<file path="config.mk">
export PLATFORM = sky130hd
export DESIGN_NAME = button_debouncer
export DESIGN_NICKNAME = d
export VERILOG_FILES = /design/src/rtl/debounce_pkg.sv /design/src/rtl/debounce_channel.sv /design/src/rtl/button_debouncer.sv
export SDC_FILE = /design/constraint.sdc
export NUM_CORES = 1
export LEC_CHECK = 0
export ABC_CLOCK_PERIOD_IN_PS = 3800
export CAP_MARGIN = 20
export CORE_ASPECT_RATIO = 1.5
export CORE_UTILIZATION = 45
export DETAILED_ROUTE_END_ITERATION = 10
export GPL_ROUTABILITY_DRIVEN = 0
export PLACE_DENSITY = 0.67
export REMOVE_ABC_BUFFERS = 1
export SYNTH_ARGS = -nofsm -noshare
export SYNTH_HDL_FRONTEND = slang
export SYNTH_SLANG_ARGS = --single-unit
</file>
<file path="constraint.sdc">
create_clock -name clock -period 3.8 [get_ports clock]
set_clock_uncertainty 0.05 [all_clocks]
set_input_delay 0.57 -clock clock [delete_from_list [all_inputs] [get_ports clock]]
set_output_delay 0.57 -clock clock [all_outputs]
set_load 0.005 [all_outputs]
</file>
<file path="src/rtl/debounce_pkg.sv">
// Shared types and lockout constants for the push-button debouncer.
package debounce_pkg;

  typedef enum logic [1:0] {
    RELEASED     = 2'd0,
    LOCK_PRESS   = 2'd1,
    HELD         = 2'd2,
    LOCK_RELEASE = 2'd3
  } debounce_state_t;

  // Lockout lengths at a 50 MHz clock.
  localparam int unsigned DEBOUNCE_CYCLES_100MS = 5_000_000;
  localparam int unsigned DEBOUNCE_CYCLES_20MS  = 1_000_000;

endpackage

</file>
<file path="src/rtl/debounce_channel.sv">
// One button channel: two-flop synchronizer, lockout FSM and counter,
// registered press/release pulses and a held level decoded from state.
module debounce_channel
  import debounce_pkg::*;
#(
  parameter int unsigned DEBOUNCE_CYCLES = DEBOUNCE_CYCLES_100MS
) (
  input  logic clock,
  input  logic reset,
  input  logic button_n,
  output logic pressed,
  output logic released,
  output logic held
);

  localparam int unsigned CW = $clog2(DEBOUNCE_CYCLES);
  localparam logic [CW-1:0] TERMINAL = CW'(DEBOUNCE_CYCLES - 1);

  logic            sync1, sync2;
  debounce_state_t state, state_next;
  logic [CW-1:0]   count, count_next;
  logic            pressed_next, released_next;

  always_ff @(posedge clock or posedge reset) begin
    if (reset) begin
      sync1 <= 1'b1;
      sync2 <= 1'b1;
    end else begin
      sync1 <= button_n;
      sync2 <= sync1;
    end
  end

  always_ff @(posedge clock or posedge reset) begin
    if (reset) begin
      state    <= RELEASED;
      count    <= '0;
      pressed  <= 1'b0;
      released <= 1'b0;
    end else begin
      state    <= state_next;
      count    <= count_next;
      pressed  <= pressed_next;
      released <= released_next;
    end
  end

  // The counter only advances inside a lockout and is cleared on every exit,
  // so it can never run past TERMINAL.
  always_comb begin
    state_next    = state;
    count_next    = count;
    pressed_next  = 1'b0;
    released_next = 1'b0;
    case (state)
      RELEASED: begin
        if (!sync2) begin
          state_next   = LOCK_PRESS;
          count_next   = '0;
          pressed_next = 1'b1;
        end
      end
      LOCK_PRESS: begin
        if (count == TERMINAL) begin
          state_next = HELD;
          count_next = '0;
        end else begin
          count_next = count + CW'(1);
        end
      end
      HELD: begin
        if (sync2) begin
          state_next    = LOCK_RELEASE;
          count_next    = '0;
          released_next = 1'b1;
        end
      end
      LOCK_RELEASE: begin
        if (count == TERMINAL) begin
          state_next = RELEASED;
          count_next = '0;
        end else begin
          count_next = count + CW'(1);
        end
      end
      default: begin
        state_next = RELEASED;
        count_next = '0;
      end
    endcase
  end

  assign held = (state == LOCK_PRESS) || (state == HELD);

endmodule

</file>
<file path="src/rtl/button_debouncer.sv">
// Array of independent debounced button channels for active-low push buttons.
module button_debouncer
  import debounce_pkg::*;
#(
  parameter int unsigned BUTTON_COUNT    = 3,
  parameter int unsigned DEBOUNCE_CYCLES = DEBOUNCE_CYCLES_100MS
) (
  input  logic                    clock,
  input  logic                    reset,
  input  logic [BUTTON_COUNT-1:0] button_n,
  output logic [BUTTON_COUNT-1:0] button_pressed,
  output logic [BUTTON_COUNT-1:0] button_released,
  output logic [BUTTON_COUNT-1:0] button_held
);

  for (genvar i = 0; i < int'(BUTTON_COUNT); i++) begin : g_channel
    debounce_channel #(
      .DEBOUNCE_CYCLES(DEBOUNCE_CYCLES)
    ) u_channel (
      .clock    (clock),
      .reset    (reset),
      .button_n (button_n[i]),
      .pressed  (button_pressed[i]),
      .released (button_released[i]),
      .held     (button_held[i])
    );
  end

endmodule
</file>
After elaboration in Yosys (flattened, before gate mapping):

Index checks and enable logic that the tools add are counted.

* $add $sub $neg: 3
* eq/ne operators: 24
* multiplexer cells: 39
* reductions and logical operators: 15

Operator list (count)
* 2-to-1 mux 23 bit: 9
* case mux 23 bit (3 select lines): 3
* adder 23 x 1 -> 23 bit, second input constant: 3
* equality test 23 bit, second input constant: 3
* 2-to-1 mux 2 bit: 12
* case mux 2 bit (4 select lines): 3
* != test 2 x 1 -> 1 bit, second input constant: 9
* equality test 2 bit, second input constant: 6
* 2-to-1 mux 1 bit: 12
* AND reduction 4 bit: 3
* equality test 2 x 1 -> 1 bit, second input constant: 3
* zero test 2 bit: 3
* != test 2 bit, second input constant: 3
* AND reduction 2 bit: 3
* OR reduction 2 bit: 3
* logical OR 1 bit: 3

* flip-flop bits (word level): 87
* bits of input ports: 5
* word-level logic and storage cells: 99

Depth between registers and ports, before layout:

* word-level depth: 3
* mapped depth: 8

Hierarchy:

From an unflattened synthesis, not the netlist that was laid out.

* cells, all modules: 441
* area, all modules: 4596.9 um^2

Modules (own cells, without submodules)
* debounce_channel at g_channel[1].u_channel ...: times used 2, cells an instance 147, area an instance 1529.0 um^2, sequential area each 728.2 um^2
* debounce_channel at g_channel[0].u_channel: times used 1, cells an instance 147, area an instance 1539.0 um^2, sequential area each 728.2 um^2

Least setup slack after synthesis:

No wires, ideal clock.

* kind: reg2reg
* start: register g_channel[2].u_channel.state[0]
* end: register g_channel[2].u_channel.count[18]
* library setup time: 118 ps
* arrival: 1809 ps
* required time: 3632 ps
* path slack: 1822 ps
* cell stages (with the launch flop): 8
* period minus slack after synthesis: 1978 ps
* cells stage by stage: dfrtp_1 -> inv_1 -> ha_1 -> mux2_2 -> nor4_2 -> nand4_1 -> xor2_1 -> nor2_1

* word-level cells in the longest chain between the ends: 3
* elaborated cells on any way between the ends: 9
* classes of those cells: 5 x eq/ne; 1 x mux; 3 x reduce/logical

Ends and longest elaborated chain
* from (decl): line debounce_channel.sv:20 `debounce_state_t state, state_next;`
* from (signal assigned): line debounce_channel.sv:41 `state <= state_next;`
* equality test 2 bit (tied with other cells): line debounce_channel.sv:55 `case (state)`
* OR reduction 2 bit (no source line) (tied with other cells)
* case mux 23 bit (3 select lines) or AND reduction 2 bit (tied branches)
* to (signal assigned): line debounce_channel.sv:42 `count <= count_next;`
* to (decl): line debounce_channel.sv:21 `logic [CW-1:0] count, count_next;`

Parallel ways exist; a longest one is shown, timed or not.
A chain may end at the register's enable or synchronous reset.

Worst setup path in the final report:

* start: register g_channel[0].u_channel.count[0]
* end: register g_channel[0].u_channel.count[9]

* word-level cells in the longest chain between the ends: 3
* elaborated cells on any way between the ends: 4
* classes of those cells: 1 x add/sub; 1 x eq/ne; 2 x mux

Ends and longest elaborated chain (line)
* from (decl): debounce_channel.sv:21
* from (signal assigned): debounce_channel.sv:42
* adder 23 x 1 -> 23 bit or equality test 23 bit (tied branches)
* 2-to-1 mux 23 bit (*): debounce_channel.sv:64, debounce_channel.sv:79
* case mux 23 bit (3 select lines) (*): debounce_channel.sv:55

Every way passes the cells marked *; elsewhere a longest branch is shown, timed or not.

==> impl_metrics.json <==
{
  "status": "finished, final reports clean",
  "vias": 3574,
  "ant_nets": 0,
  "slew_violations": 0,
  "period_minus_slack_ns": 2.67,
  "synthTopCellsByArea": "dfrtp_1, ha_1, nor2_1",
  "die_area_um2": 10900,
  "synth_top_area_share": 0.431,
  "portBuffers": 13,
  "register_area_um2": 2180,
  "post-place-ws_ns": 1.16,
  "finalWorstSetupSlack_ns": 1.13,
  "clk_latency_ns": 0.34,
  "ir_worst_vdd_mv": 0.202,
  "grt_pass1_vias": 3608,
  "synth.top_cells.by_count": "dfrtp_1, nor2_1, nand2_1, nand3_1, inv_1",
  "crit_type": "flop to flop",
  "power.leakage_uw": 0.00230,
  "viasPerCell": 5.76,
  "synth-seq-area-share": 0.465,
  "ctsRootBufferMaster": "clkbuf_16",
  "crit_chain": "ha_1, nand4_1, nor4_1, a21oi_1, nand2_1, o311ai_1",
  "gr-usage-met2": 0.327,
  "grt_use_met3": 0.0245,
  "yosysUniqueCellTypes": 54,
  "multi_input_area_um2": 2330,
  "die_h_um": 127,
  "yosys_most_used_dff": "dfrtp_1",
  "hold_viol": 0,
  "post_drt_wl_per_cell_um": 15.3,
  "worst-path-buf-inv": 0,
  "slew-limit-headroom": 0.369,
  "hp-class": "flop to flop",
  "drc": 0,
  "netlist_area_um2": 4700,
  "htreeDepth": 3,
  "max_clock_freq_ghz": 0.374,
  "grt_max_degree": 54,
  "layout_worst_path_cycle_share": 0.704,
  "core_um2": 10100,
  "diodes": 0,
  "synth-async-reset-ratio": 1.00,
  "drtIter0Drc": 151,
  "cpPeakStageDelay_ns": 0.74,
  "endpoint_kind": "flop",
  "fp.dieW_um": 85.5,
  "syn_area_per_cell_um2": 9.58,
  "post-cts-setup-buffer-count": 0,
  "arrival_ns": 2.86,
  "grt_pass1_wl_um": 16500,
  "hpwlAfterDp_um": 6610,
  "grt_util_met1": 0.231,
  "start_util": 0.464,
  "cts_tree": "done",
  "p_per_area_nw_per_um2": 378,
  "cts.sinks": 87,
  "synthCells": 491,
  "grt_usage": 0.192,
  "gr-total-overflow": 0,
  "rsz0062_at_grt": "false",
  "nFillCells": 890,
  "yosys.cell_count.top_type": "dfrtp_1",
  "nNetsFinal": 521,
  "ios": 14,
  "cp.required_ns": 3.98,
  "drive_gt1_frac": 0.0895,
  "holdBufCountCts": 0,
  "power_uw": 1980,
  "clk_pin_slew_ns": 0.06,
  "yosysTopAreaCell": "dfrtp_1",
  "cap_violations": 0,
  "rows": 45,
  "grt_busiest_layer": "met2",
  "path_delay_family": "compound AO/OA/AOI/OAI gates",
  "r2r_slack_ns": 1.13,
  "synth_edf_count": 0,
  "crit_fanout": 11,
  "start_kind": "flop",
  "cts_buffer_depth": 2,
  "drt_wl_total_um": 9480,
  "crit_path_top_delay_cell": "a21oi_1",
  "tightest_slew_ns": 0.947,
  "dr.pass1.iters": 4,
  "synth.yosys.warnings": 0,
  "antenna_found_initial": 0,
  "area_delta_synth_final_pct": 11.3,
  "cts_buffers": 9,
  "setup_viol": 0,
  "cts-resized-gates": 0,
  "setup_tns_ns": 0,
  "synth_seq_cells": 87
}
[cell type report]
class                   count  share of cell area
well taps                 117              0.0280
repair buffers             15              0.0277
inverters                  21              0.0153
flip-flops and latches     87               0.418
clock inverters             5              0.0203
clock buffers              11              0.0464
multi-input cells         364               0.445
[power by group]
group          internal [µW]  total [µW]  switching (µW)
Sequential               932         935            2.44
Clock                    661        1020             356
Combinational           6.03        24.3            18.3
[state kept, by name (all words and copies together), names as in the netlist]
| register | flops |
|---|---|
| g_channel.u_channel.sync2 | 3 |
| g_channel.u_channel.count | 69 |
| g_channel.u_channel.state | 6 |
| g_channel.u_channel.pressed | 3 |
| g_channel.u_channel.released | 3 |
| g_channel.u_channel.sync1 | 3 |
[metal layers]
layer,vias to the layer above,share of wire
met5,-,0
met4,0,0.036
met3,31,0.024
met2,78,0.50
met1,1718,0.44
li1,1747,-
[final timing paths]
check / from / to / depth (start not counted)
worst max-delay path: g_channel[0].u_channel.count[0] / g_channel[0].u_channel.count[9] / 6
worst max register to register: g_channel[0].u_channel.count[0] / g_channel[0].u_channel.count[9] / 6
worst min register to register: g_channel[2].u_channel.sync1 / g_channel[2].u_channel.sync2 / 0
min in group asynchronous: reset / g_channel[0].u_channel.count[0] / 2
max in group asynchronous: reset / g_channel[0].u_channel.count[11] / 3
worst min-delay path: g_channel[2].u_channel.sync1 / g_channel[2].u_channel.sync2 / 0
[layout by cell type (no fill, tap or decap), drive strengths merged, types with 3 or more instances in the layout]
cell type,count
o311ai,5
mux2,5
nor2b,5
clkbuf,11
bufinv,3
nor2,59
inv,20
nor4b,3
xor2,14
nand4,15
xnor2,20
o31ai,3
and4,5
dfrtp,81
o22ai,7
nor3,12
mux2i,5
clkdlybuf4s50,13
o21ai,23
and2,5
a21oi,13
a22o,8
dfstp,6
ha,18
a21o,5
nor4,14
nand2,47
or4,5
nand2b,3
nand3,42
and3,12
[logic make-up after synthesis]
group           share of synthesized area
buf+inv                            0.0407
fa+ha+maj                          0.0479
mux                                0.0226
simple gates                        0.268
compound gates                     0.0931
xor+xnor                           0.0633
flops                               0.465
[through the flow]
stage	util	instance area, µm²	hold WS (ns)	std cells
after detailed placement	0.482	4880	0.297	604
after CTS	0.516	5230	0.306	620
after floorplan	-	4590	0.295	472
after global placement	0.482	4880	0.296	604
after global routing	0.516	5230	0.310	620
final	0.516	5230	0.305	620
Note: power is estimated with default switching activity, not from simulation.
